===== src/rtl/rd_port_arbiter.sv =====
// Two-requester round-robin arbiter onto a shared read port, with an
// outstanding-read counter and response routing by the tag MSB.
module rd_port_arbiter #(
    parameter int ADDR_LMT    = 20,
    parameter int MDATA       = 14,
    parameter int CACHE_WIDTH = 512,
    parameter int MAX_OUT     = 16
) (
    input  logic                     clk,
    input  logic                     rst,
    input  logic                     req0_valid,
    input  logic [ADDR_LMT-1:0]      req0_addr,
    input  logic [MDATA-2:0]         req0_mdata,
    output logic                     req0_ready,
    input  logic                     req1_valid,
    input  logic [ADDR_LMT-1:0]      req1_addr,
    input  logic [MDATA-2:0]         req1_mdata,
    output logic                     req1_ready,
    output logic [ADDR_LMT-1:0]      rd_req_addr,
    output logic [MDATA-1:0]         rd_req_mdata,
    output logic                     rd_req_en,
    input  logic                     rd_req_almostfull,
    input  logic                     rd_rsp_valid,
    input  logic [MDATA-1:0]         rd_rsp_mdata,
    input  logic [CACHE_WIDTH-1:0]   rd_rsp_data,
    output logic                     rsp0_valid,
    output logic [MDATA-2:0]         rsp0_mdata,
    output logic [CACHE_WIDTH-1:0]   rsp0_data,
    output logic                     rsp1_valid,
    output logic [MDATA-2:0]         rsp1_mdata,
    output logic [CACHE_WIDTH-1:0]   rsp1_data,
    output logic [$clog2(MAX_OUT):0] outstanding,
    output logic                     err_underflow
);
    localparam int OCW = $clog2(MAX_OUT) + 1;

    logic                        lg;
    logic                        grant_ok;
    logic                        gnt;
    logic [1:0]                  rsp_v;
    logic [1:0][MDATA-2:0]       rsp_md;
    logic [1:0][CACHE_WIDTH-1:0] rsp_d;

    // Ready is held low during reset so nothing is consumed upstream.
    always_comb begin
        grant_ok   = !rst && !rd_req_almostfull && (outstanding < OCW'(MAX_OUT));
        req0_ready = grant_ok && req0_valid && (!req1_valid || lg);
        req1_ready = grant_ok && req1_valid && (!req0_valid || !lg);
        gnt        = req0_ready || req1_ready;
    end

    always_ff @(posedge clk or posedge rst) begin
        if (rst) begin
            lg           <= 1'b1;
            rd_req_en    <= 1'b0;
            rd_req_addr  <= '0;
            rd_req_mdata <= '0;
        end else begin
            rd_req_en <= gnt;
            if (gnt) begin
                lg           <= req1_ready;
                rd_req_addr  <= req1_ready ? req1_addr : req0_addr;
                rd_req_mdata <= req1_ready ? {1'b1, req1_mdata} : {1'b0, req0_mdata};
            end
        end
    end

    // A simultaneous grant and response cancel out, even at zero.
    always_ff @(posedge clk or posedge rst) begin
        if (rst) begin
            outstanding   <= '0;
            err_underflow <= 1'b0;
        end else begin
            case ({gnt, rd_rsp_valid})
                2'b10: outstanding <= outstanding + OCW'(1);
                2'b01: begin
                    if (outstanding == '0) err_underflow <= 1'b1;
                    else                   outstanding   <= outstanding - OCW'(1);
                end
                default: ;
            endcase
        end
    end

    always_ff @(posedge clk or posedge rst) begin
        if (rst) begin
            rsp_v  <= '0;
            rsp_md <= '0;
            rsp_d  <= '0;
        end else begin
            for (int k = 0; k < 2; k++) begin
                rsp_v[k] <= rd_rsp_valid && (rd_rsp_mdata[MDATA-1] == 1'(k));
                if (rd_rsp_valid && (rd_rsp_mdata[MDATA-1] == 1'(k))) begin
                    rsp_md[k] <= rd_rsp_mdata[MDATA-2:0];
                    rsp_d[k]  <= rd_rsp_data;
                end
            end
        end
    end

    assign rsp0_valid = rsp_v[0];
    assign rsp0_mdata = rsp_md[0];
    assign rsp0_data  = rsp_d[0];
    assign rsp1_valid = rsp_v[1];
    assign rsp1_mdata = rsp_md[1];
    assign rsp1_data  = rsp_d[1];
endmodule


===== config.mk =====
export PLATFORM = sky130hd
export DESIGN_NAME = rd_port_arbiter
export DESIGN_NICKNAME = d
export VERILOG_FILES = /design/src/rtl/rd_port_arbiter.sv
export SDC_FILE = /design/constraint.sdc
export NUM_CORES = 2
export LEC_CHECK = 0
export CAP_MARGIN = 20
export CORE_AREA = 2 2 650 652
export DETAILED_ROUTE_END_ITERATION = 10
export DIE_AREA = 0 0 652 654
export GPL_ROUTABILITY_DRIVEN = 1
export GPL_TIMING_DRIVEN = 0
export HOLD_SLACK_MARGIN = 0.06
export PLACE_DENSITY = 0.37
export REMOVE_ABC_BUFFERS = 1
export SETUP_SLACK_MARGIN = 0.4
export SLEW_MARGIN = 20
export SYNTH_ARGS = -nofsm -noshare
export SYNTH_HDL_FRONTEND = slang
export SYNTH_SLANG_ARGS = --single-unit

===== constraint.sdc =====
create_clock -name clk -period 40.2 [get_ports clk]
set_input_delay 6.03 -clock clk [delete_from_list [all_inputs] [get_ports clk]]
set_output_delay 6.03 -clock clk [all_outputs]
set_load 0.01 [all_outputs]

==> metrics.txt <==
outcome=finished, final reports clean; critical path required time=34.17 ns; largest net degree at the start of global routing=95; I/O Pins=1693; Setup CP Type=input pin to output port; Slew @ Worst Pin=0.9376 ns; critical path peak fanout=34; full die area=426400 um^2; total congestion overflow=0; clock skew=0.01408 ns; post-route minimum period=15.11 ns; final setup fails=0; Post-Route Setup TNS=0 ns; Initial Util=0.09786; Seq/Total Area, Yosys=0.6672; Leakage=30.00 nW; drt pass-1 iters=5; CTS tree=yes; Hold Worst Slack=0.4538 ns; Crit-path slowest cell=inv_2; Syn. warnings=0; CTS Hold Bufs=0; Mapped Area=41030 um^2; Die X=652 um; FF/Latch Area=27380 um^2; via count=34440; critical path endpoint category=output port; Worst EP arrival=9.08 ns; DP Cell Count=10650; Layout Cell Area excl Fill=71100 um^2; Seq cells post-synth=1094; Max IR drop VDD=0.02719 mV; Layout Nets=5897; GRT Resource Usage Total=0.1481; Clk Latency, worst-skew pair=0.86 ns; Most common cell on crit path=clkdlybuf4s50_1; Sink Count=1094; Final Util=0.1696; Mapped Cells=3559; Die Y=654 um; post-CTS setup buffer count=0; FMAX=0.06618 GHz; Via density=3.142; vias in the first global route=36570; initial antenna violation count=78; most common cell after layout, fill and taps aside=clkdlybuf4s50_1; multi-input logic area=12720 um^2; Syn-to-layout area delta=73.27%; non-filler cells, final=10960; Worst-path clk slew=0.05 ns; Hold/Removal Path Class=register to register; Slew HR=0.3742; CP Cell Sequence=clkdlybuf4s50_1 -> nor3_2 -> nand3_2 -> inv_2 -> clkdlybuf4s50_1; final period utilization=0.3759; Fill cells=46460; power density over the cells=53.81 nW/um^2; post-synth cell types=32; first-pass GRT wire length=412100 um; hpwl dp=274600 um; Max-Cap Viols=0; final antenna-violating net count=0; RSZ-0062 raised after global routing=false; CTS buffer count=167; fraction of registers with async set/reset=1.000; DR iter-0 viols=1655; CP startpoint kind=input pin; CTS H-tree lvls=4; fin. max-slew vios=0; Post-synth top flop=dfrtp_1; gpl congestion=0.9357; crit-path max cell delay=0.76 ns; Residual DRC=0; most frequent cells in the layout=clkdlybuf4s50_1 (1692), nand2_1 (1647), dfrtp_1 (1093), mux2_2 (403), clkbuf_16 (169); ratio of cells with drive above 1 in the final layout=0.1359; Root Driver=clkbuf_16; Mean Syn Cell Area=11.53 um^2; Post-synth EDFFs=0; final wirelength=326800 um; Site Rows=238; Final Hold Viols=0; Post-DP Area=65600 um^2; CTS resizes=0; core region area=419300 um^2; Clock Path Buffers=4; Port Buffers=1692; wire length per cell=29.81 um
-- synthesized netlist by cell type, drive strengths merged, types with 2 or more instances --
cell type	n	share of area
mux2	527	0.14
buf	112	0.016
a21o	3	0.00055
nand3	2	0.00024
a22oi	2	0.00037
a21oi	4	0.00076
nor3	2	0.00037
dfrtp	1093	0.67
xnor2	3	0.00064
a31oi	34	0.0052
nor2	36	0.0034
clkbuf	77	0.0070
nand2	1648	0.15
ha	3	0.00091
inv	4	0.00037
-- through the flow --
| step | setup WS, ns | total power, mW |
|---|---|---|
| after global routing | 24.93 | 4.028 |
| after detailed placement | 25.07 | 2.366 |
| final | 25.09 | 3.826 |
| after global placement | -34.55 | 2.452 |
| after CTS | 25.06 | 3.939 |
| after floorplan | 3.370 | 1.692 |
-- cell type report --
class / count / area share
Clock buffer: 237 / 0.06758
Multi-Input combinational cell: 2271 / 0.1789
Tap cell: 5520 / 0.09715
Antenna cell: 26 / 0.0009151
Clock inverter: 54 / 0.008835
Timing Repair Buffer: 1756 / 0.2611
Sequential cell: 1094 / 0.3851
Inverter: 5 / 0.0004576
-- state kept, by name, indices dropped and copies added, names as in the netlist, 2 cells and up --
signal / count
rd_req_mdata: 14
rsp0_data: 512
rsp0_mdata: 13
rsp1_mdata: 13
outstanding: 5
rd_req_addr: 20
rsp_v: 2
rsp1_data: 512
-- metal layers --
metal,global-route usage,share of wire,wire [um]
met5,0,0.00032,103
met1,0.1644,0.38,123900
met4,0.03533,0.026,8392
met3,0.07674,0.12,38250
met2,0.2491,0.48,156200
-- report_power, final --
| part | internal, mW | leakage [nW] | switching [mW] |
|---|---|---|---|
| combinational | 0.447 | 14.2 | 0.504 |
| clock | 0.889 | 2.64 | 0.618 |
| sequential | 1.27 | 13.2 | 0.100 |
-- worst paths after layout --
path / from / endpoint / slack, ns / cells after the start
setup / recovery: rst / req1_ready / 25.09 / 5
setup reg to reg: outstanding[4] / outstanding[2] / 37.52 / 6
hold reg to reg: err_underflow / err_underflow / 0.45 / 1
max in group asynchronous: rst / rsp0_mdata[10] / 32.58 / 5
hold / removal: err_underflow / err_underflow / 0.45 / 1
min in group asynchronous: rst / rsp1_data[342] / 5.83 / 2
-- cell families after synthesis --
kind of cell,synth area share
flip-flops,0.6672
AND/OR/NAND/NOR,0.1554
adder cells (fa/ha/maj),0.001403
buffers and inverters,0.02330
AO/OA/AOI/OAI,0.006983
multiplexers,0.1448
XOR/XNOR,0.0008540
-- worst max-delay path, delay by kind of cell --
family / cells / cell delay (ns)
buffers and inverters: 3 / 2.04
AND/OR/NAND/NOR: 2 / 0.95
No activity file was read; power rests on OpenSTA's default activity.
